### src/rtl/instr_mem_loader.sv
// instr_mem_loader
//   Receives a byte stream (length low, length high, payload bytes) and writes
//   the payload into instruction memory one byte per write, holding the core
//   in reset until a session completes successfully.
//
//   Optional feature macro: LOADER_CHECKSUM_EN
//     When defined, a trailing checksum byte follows the payload. The session
//     succeeds only when (sum of payload bytes + checksum byte) mod 256 == 0.
//
// Ports
//   clk        in   single clock, rising edge
//   reset      in   synchronous active-high reset
//   start      in   one-cycle pulse that begins a load session
//   in_valid   in   byte-stream data valid
//   in_data    in   [7:0] byte-stream payload
//   in_ready   out  loader accepts in_data this cycle
//   mem_we     out  byte write strobe (registered, one cycle after accept)
//   mem_addr   out  [ADDR_W-1:0] byte address of the write
//   mem_wdata  out  [7:0] byte to write
//   cpu_hold   out  core held in reset while high
//   load_done  out  last session completed successfully
//   load_err   out  last session ended in error
module instr_mem_loader #(
  parameter int unsigned MEM_BYTES = 88,
  parameter int unsigned ADDR_W    = 32
) (
  input  logic              clk,
  input  logic              reset,
  input  logic              start,
  input  logic              in_valid,
  input  logic [7:0]        in_data,
  output logic              in_ready,
  output logic              mem_we,
  output logic [ADDR_W-1:0] mem_addr,
  output logic [7:0]        mem_wdata,
  output logic              cpu_hold,
  output logic              load_done,
  output logic              load_err
);

`ifdef LOADER_CHECKSUM_EN
  typedef enum logic [2:0] {
    IDLE   = 3'd0,
    LEN_LO = 3'd1,
    LEN_HI = 3'd2,
    DATA   = 3'd3,
    CHK    = 3'd4,
    DONE   = 3'd5,
    ERR    = 3'd6
  } state_t;
`else
  typedef enum logic [2:0] {
    IDLE   = 3'd0,
    LEN_LO = 3'd1,
    LEN_HI = 3'd2,
    DATA   = 3'd3,
    DONE   = 3'd5,
    ERR    = 3'd6
  } state_t;
`endif

  state_t              state_q, state_d;
  logic [15:0]         len_q, len_d;
  logic [15:0]         count_q, count_d;
  logic                mem_we_q, mem_we_d;
  logic [ADDR_W-1:0]   mem_addr_q, mem_addr_d;
  logic [7:0]          mem_wdata_q, mem_wdata_d;
`ifdef LOADER_CHECKSUM_EN
  logic [7:0]          sum_q, sum_d;
`endif

  logic                accept;
  logic [15:0]         len_new;
  logic [15:0]         count_inc;

  always_comb begin
    in_ready = 1'b0;
    case (state_q)
      LEN_LO, LEN_HI, DATA: in_ready = 1'b1;
`ifdef LOADER_CHECKSUM_EN
      CHK:                  in_ready = 1'b1;
`endif
      default:              in_ready = 1'b0;
    endcase
  end

  assign accept    = in_valid & in_ready;
  assign len_new   = {in_data, len_q[7:0]};
  assign count_inc = count_q + 16'd1;

  always_comb begin
    state_d     = state_q;
    len_d       = len_q;
    count_d     = count_q;
    mem_we_d    = 1'b0;
    mem_addr_d  = mem_addr_q;
    mem_wdata_d = mem_wdata_q;
`ifdef LOADER_CHECKSUM_EN
    sum_d       = sum_q;
`endif
    case (state_q)
      IDLE, DONE, ERR: begin
        if (start) state_d = LEN_LO;
      end
      LEN_LO: begin
        if (accept) begin
          len_d[7:0] = in_data;
          state_d    = LEN_HI;
        end
      end
      LEN_HI: begin
        if (accept) begin
          len_d[15:8] = in_data;
          count_d     = '0;
`ifdef LOADER_CHECKSUM_EN
          sum_d       = '0;
`endif
          if (32'(len_new) > MEM_BYTES) begin
            state_d = ERR;
          end else if (len_new == 16'd0) begin
`ifdef LOADER_CHECKSUM_EN
            state_d = CHK;
`else
            state_d = DONE;
`endif
          end else begin
            state_d = DATA;
          end
        end
      end
      DATA: begin
        if (accept) begin
          // Write is registered, so it lands on the cycle after acceptance,
          // which is also the first DONE cycle for the final byte.
          mem_we_d    = 1'b1;
          mem_addr_d  = ADDR_W'(count_q);
          mem_wdata_d = in_data;
          count_d     = count_inc;
`ifdef LOADER_CHECKSUM_EN
          sum_d       = sum_q + in_data;
`endif
          if (count_inc == len_q) begin
`ifdef LOADER_CHECKSUM_EN
            state_d = CHK;
`else
            state_d = DONE;
`endif
          end
        end
      end
`ifdef LOADER_CHECKSUM_EN
      CHK: begin
        if (accept) begin
          if (8'(sum_q + in_data) == 8'h00) state_d = DONE;
          else                              state_d = ERR;
        end
      end
`endif
      default: state_d = IDLE;
    endcase
  end

  always_ff @(posedge clk) begin
    if (reset) begin
      state_q     <= IDLE;
      len_q       <= '0;
      count_q     <= '0;
      mem_we_q    <= 1'b0;
      mem_addr_q  <= '0;
      mem_wdata_q <= '0;
`ifdef LOADER_CHECKSUM_EN
      sum_q       <= '0;
`endif
    end else begin
      state_q     <= state_d;
      len_q       <= len_d;
      count_q     <= count_d;
      mem_we_q    <= mem_we_d;
      mem_addr_q  <= mem_addr_d;
      mem_wdata_q <= mem_wdata_d;
`ifdef LOADER_CHECKSUM_EN
      sum_q       <= sum_d;
`endif
    end
  end

  assign mem_we    = mem_we_q;
  assign mem_addr  = mem_addr_q;
  assign mem_wdata = mem_wdata_q;
  assign cpu_hold  = (state_q != DONE);
  assign load_done = (state_q == DONE);
  assign load_err  = (state_q == ERR);

endmodule

### config.mk
export PLATFORM = sky130hd
export DESIGN_NAME = instr_mem_loader
export DESIGN_NICKNAME = d
export VERILOG_FILES = /design/src/rtl/instr_mem_loader.sv
export SDC_FILE = /design/constraint.sdc
export NUM_CORES = 1
export LEC_CHECK = 0
export ABC_CLOCK_PERIOD_IN_PS = 2800
export CELL_PAD_IN_SITES_DETAIL_PLACEMENT = 0
export CELL_PAD_IN_SITES_GLOBAL_PLACEMENT = 1
export CORE_AREA = 2 2 93 95
export CTS_BUF_LIST = sky130_fd_sc_hd__clkbuf_16
export DETAILED_ROUTE_END_ITERATION = 10
export DIE_AREA = 0 0 95 97
export GPL_TIMING_DRIVEN = 1
export PLACE_DENSITY_LB_ADDON = 0.1
export SLEW_MARGIN = 20
export SYNTH_ARGS = -nofsm -noshare
export SYNTH_HDL_FRONTEND = slang
export SYNTH_SLANG_ARGS = --single-unit
### constraint.sdc
create_clock -name clk -period 2.8 [get_ports clk]
set_clock_uncertainty 0.2 [all_clocks]
set_input_delay 0.42 -clock clk [delete_from_list [all_inputs] [get_ports clk]]
set_output_delay 0.42 -clock clk [all_outputs]
set_load 0.02 [all_outputs]
Word level (Yosys, flattened, before mapping)
Cells that the tools add are included.

Flip-flop bits (word level): 60. Bits in latches: 0. Bits in writable memories: 0. Bits in read-only memories: 0. Input bits: 12. Output and inout port bits: 45. Logic and storage cells: 47. Memories kept: 0.

Add/subtract/negate cells: 1. $mul: 0. Divide/modulo/power cells: 0. $lt $le $gt $ge: 1. Equality and inequality tests: 12. Shifts and indexed selects: 0. Multiplexer cells: 13. Bitwise gates (word level): 2. Reductions and logical operators: 11.

Operators by type and width (count): 16-bit 2-to-1 mux (2); 16-bit one-hot mux with 2 select lines (1); 3-bit 2-to-1 mux (7); 16-bit by 1-bit adder with 16-bit output, second input constant (1); 16-bit equality test (1); 16-bit by 7-bit > comparator with 1-bit output, second input constant (1); 16-bit zero test (1); 3-bit one-hot mux with 4 select lines (1); 2-bit inequality test, second input constant (5); 3-bit by 2-bit equality test with 1-bit output, second input constant (2); 3-bit equality test, second input constant (2); 2-bit AND reduction (3); 3-bit OR reduction (2); 5-bit AND reduction (1); 3-bit by 1-bit equality test with 1-bit output, second input constant (1); 3-bit zero test (1); 3-bit inequality test, second input constant (1); 3-bit AND reduction (1); 1-bit 2-to-1 mux (2); 2-bit nonzero test (1); 2-bit OR reduction (1); 1-bit bitwise AND (1); 1-bit NOT (1).

Longest topological paths before layout
Word-level depth: 6. Mapped depth: 10. Mapped depth without buffers: 8.

Least setup slack after synthesis
OpenSTA, ideal clock, no wires.

Kind: reg-to-reg. Start: register count_q[0]. End: register state_q[2]. Arrival time: 1979 ps. Data required time: 2528 ps. Setup slack: 549 ps. Cell stages (with the launch flop): 9. Path buffers: 1. Path through: dfxtp_1 > ha_1 > clkbuf_1 > nand4b_1 > a2111oi_2 > nand3_1 > nor3_1 > a41o_1 > mux2i_1.

Word-level cells in the longest chain between the ends: 4.

Ends and longest elaborated chain: from (decl) (RTL line 64) `logic [15:0] count_q, count_d;`; from (signal assigned) (RTL line 177) `count_q <= count_d;`; 16-bit by 1-bit adder with 16-bit output (RTL line 89) `assign count_inc = count_q + 16'd1;`; 16-bit equality test (RTL line 142) `if (count_inc == len_q) begin`; 2-bit inequality test (no line); 5-bit AND reduction (no line); to (signal assigned) (RTL line 175) `state_q <= state_d;`; to (decl) (RTL line 62) `state_t state_q, state_d;`.

Every way passes these cells. A chain may end at the register's enable or synchronous reset.

Final worst setup path
Start: register state_q[2]. End: output load_err.

Word-level cells in the longest chain between the ends: 1.

Ends and longest elaborated chain: 3-bit equality test (RTL line 192) `assign load_err = (state_q == ERR);`; to (decl) (RTL line 38) `output logic load_err`.

Every way passes these cells.

==> reports/metrics.csv <==
stage,metric,value,unit
timing,RSZ-0062 raised after global routing,no,
min_path,worst min-delay path class,flop to flop,
global_route,vias in the first global route,2455,
clock_network,# clock sinks,60,
routing,final WL,7593,um
floorplan,Die Height,97,um
run_status,status,finished clean,
timing,"Slew Viols, Final",0,
placed_design,total placed instance area,3487,um2
setup_path,critical-path cell list,nor2b_1 > and2_1 > clkdlybuf4s50_1,
floorplan,core area,8134,um2
synthesis,synthesized cell area,3057,um2
synthesis,mean post-synth cell area,7.838,um2
power,peak supply drop,375.1,uV
setup_path,Crit Path Class,flop to primary output,
global_route,largest net degree at the start of global routing,39,
placed_design,GPL Wtd Cong,0.8314,
synthesis,ys async rst share,0,
global_route,gr usage total,0.1776,
clock_network,Worst-path clk slew,0.05,ns
synthesis,number of library cell types mapped by synthesis,53,
placed_design,HPWL after detailed placement,5308,um
routing,vias per cell,4.923,
power,Power Density,685.4,nW/um2
global_route,"Remaining Overflow, GRT",0,
setup_path,Crit path largest cell delay,0.60,ns
synthesis,synth warn,0,
global_route,first-pass GRT wire length,12780,um
power,Leak,1.405,nW
timing,post-route clock period utilization,0.9259,
placed_design,Port Buffers,40,
min_path,Hold Path Depth,2,
job,max-cap violation count,0,
routing,first drt pass iteration count,4,
layout,Area Growth Syn to Fin,25.01,%
setup_path,worst-case reg-to-reg path depth,7,
floorplan,initial core utilization,0.3758,
setup_path,cell with the largest stage delay on the worst path,clkdlybuf4s50_1,
clock_network,CTS Buffer Depth,2,
routing,drt wl/cell,14.25,um
setup_path,Worst Setup Start Kind,flop,
timing,Final Hold Fails,0,
synthesis,register area share after synthesis,0.3930,
clock_network,htree depth,3,
setup_path,CP Capture Type,primary output,
routing,1st-iter DRT viols,67,
timing,Worst-Margin Slew,0.6603,ns
layout,layout cells sized above 1,0.08879,
layout,Final Core Density,0.4698,
clock_network,setup bufs post-CTS,0,
synthesis,Mapped Cells,390,
clock_network,CTS buffer count,9,
setup_path,CP Data Required Time,2.18,ns
setup_path,Worst Path Max Fanout,12,
timing,Finish-stage setup viols,0,
routing,drt drc,0,
synthesis,Seq cells post-synth,60,
synthesis,"EDFF count, synth",0,
routing,antenna-violating nets left,0,
synthesis,Post-synth top flop,dfxtp_1,
clock_network,TritonCTS clock tree,yes,
timing,Max-slew headroom,0.5598,
layout,Final Cell Area,3821,um2
setup_path,data arrival time of the critical path,1.97,ns
clock_network,hold_buf cts,0,
layout,Final #Nets,436,
layout,Diodes inserted,0,
clock_network,Post-CTS Resized,0,
timing,fmax,385.7,MHz
floorplan,Rows,33,
clock_network,Clock Latency Late Sink,0.33,ns
clock_network,root buf cell,clkbuf_16,
routing,DR vias,2624,
floorplan,die width,95,um
floorplan,die area,9215,um2
floorplan,I/O Pins,57,
timing,total negative setup slack,0,ns
timing,min Tclk post-route,2.593,ns
global_route,initial antenna violation count,0,
[placed cells by master (no fill, tap or decap), types with 4 or more instances in the layout]
| cell type | n |
|---|---|
| a21oi_1 | 44 |
| buf_4 | 10 |
| clkbuf_16 | 9 |
| clkdlybuf4s50_1 | 40 |
| clkinv_1 | 4 |
| conb_1 | 16 |
| dfxtp_1 | 60 |
| mux2i_1 | 10 |
| nand2_1 | 80 |
| nand2b_1 | 4 |
| nand3_1 | 9 |
| nor2_1 | 31 |
| nor2b_1 | 4 |
| nor3_1 | 9 |
| o21ai_0 | 18 |
| o31ai_1 | 4 |
| xnor2_1 | 14 |
| xor2_1 | 10 |
[worst max-delay path, delay by kind of cell, from the launching register on]
family                 cells  cell delay (ns)
buffers and inverters      1             0.60
DFF                        1             0.56
and+or+nand+nor            2             0.49
[synthesized netlist by cell type (2+ instances only)]
master	instances	area, um2
buf_4	16	120.1
a21oi_1	45	225.2
nand3_2	3	30.03
or2_2	2	12.51
nand4_1	2	12.51
xnor2_1	14	122.6
nand2b_1	4	25.02
o21ai_0	18	90.09
nor4_1	2	12.51
dfxtp_1	60	1201
nand3b_1	3	22.52
o41ai_1	2	17.52
a21o_1	3	22.52
buf_2	7	35.03
a31oi_1	3	18.77
xor2_1	10	87.58
nand2_1	80	300.3
o31ai_1	4	30.03
clkbuf_1	17	63.81
and3_1	3	18.77
nor3_1	9	45.04
mux2i_1	10	100.1
inv_1	2	7.510
nand3_1	9	45.04
nor2_1	31	116.4
nor2b_1	4	25.02
[layout make-up]
cell class / count / area [um2]
well taps: 105 / 131.4
clock inverters: 7 / 105.1
inverters: 3 / 11.26
clock buffers: 9 / 225.2
fillers: 798 / 4313
repair buffers: 50 / 475.5
flip-flops and latches: 60 / 1201
multi-input cells: 299 / 1672
[final timing paths]
check	start	end	slack (ns)
min	mem_addr[11]$_SDFFE_PP0P_	mem_addr[11]$_SDFFE_PP0P_	0.25
max reg2reg	count_q[0]$_SDFFE_PP0P_	state_q[2]$_SDFFE_PP0P_	0.36
max	state_q[2]$_SDFFE_PP0P_	load_err	0.21
min reg2reg	mem_addr[11]$_SDFFE_PP0P_	mem_addr[11]$_SDFFE_PP0P_	0.25
[state kept, by name, summed over array words and instances (netlist names)]
name	cells
mem_addr	16
len_q	16
state_q	3
mem_we	1
count_q	16
mem_wdata	8
[metal layers]
| layer | global-route usage | vias to the layer above | wire [um] |
|---|---|---|---|
| met3 | 0.04128 | 9 | 298 |
| met4 | 0.06020 | 0 | 98 |
| met2 | 0.2493 | 52 | 3248 |
| met5 | 0 | - | 0 |
| li1 | - | 1359 | - |
| met1 | 0.2642 | 1204 | 3947 |
[cells by family after synthesis]
kind of cell / Yosys count / synth area share
mux: 10 / 0.03275
flops: 60 / 0.3930
fa+ha+maj: 1 / 0.004093
simple gates: 163 / 0.2546
buf+inv: 46 / 0.08186
compound gates: 85 / 0.1637
xor+xnor: 24 / 0.06877
other cells: 1 / 0.001227
[metrics by stage]
| step | hold WS, ns | instances | setup WS (ns) | power, mW |
|---|---|---|---|---|
| CTS | 0.2558 | 533 | 0.2150 | 2.639 |
| global route | 0.2716 | 533 | 0.1107 | 2.744 |
| detailed placement | 0.2485 | 517 | 0.2778 | 1.400 |
| global placement | 0.2433 | 517 | 0.3573 | 1.399 |
| floorplan | 0.2451 | 405 | 0.5491 | 1.291 |
| finish | 0.2516 | 533 | 0.2075 | 2.619 |
[report_power, final]
part           leakage [nW]  total, mW  internal, mW  switching (mW)
logic                 0.762      0.414         0.186           0.229
clock network         0.160       1.23         0.856           0.379
registers             0.484      0.970         0.896          0.0742
Note: power is estimated with default switching activity, not from simulation.
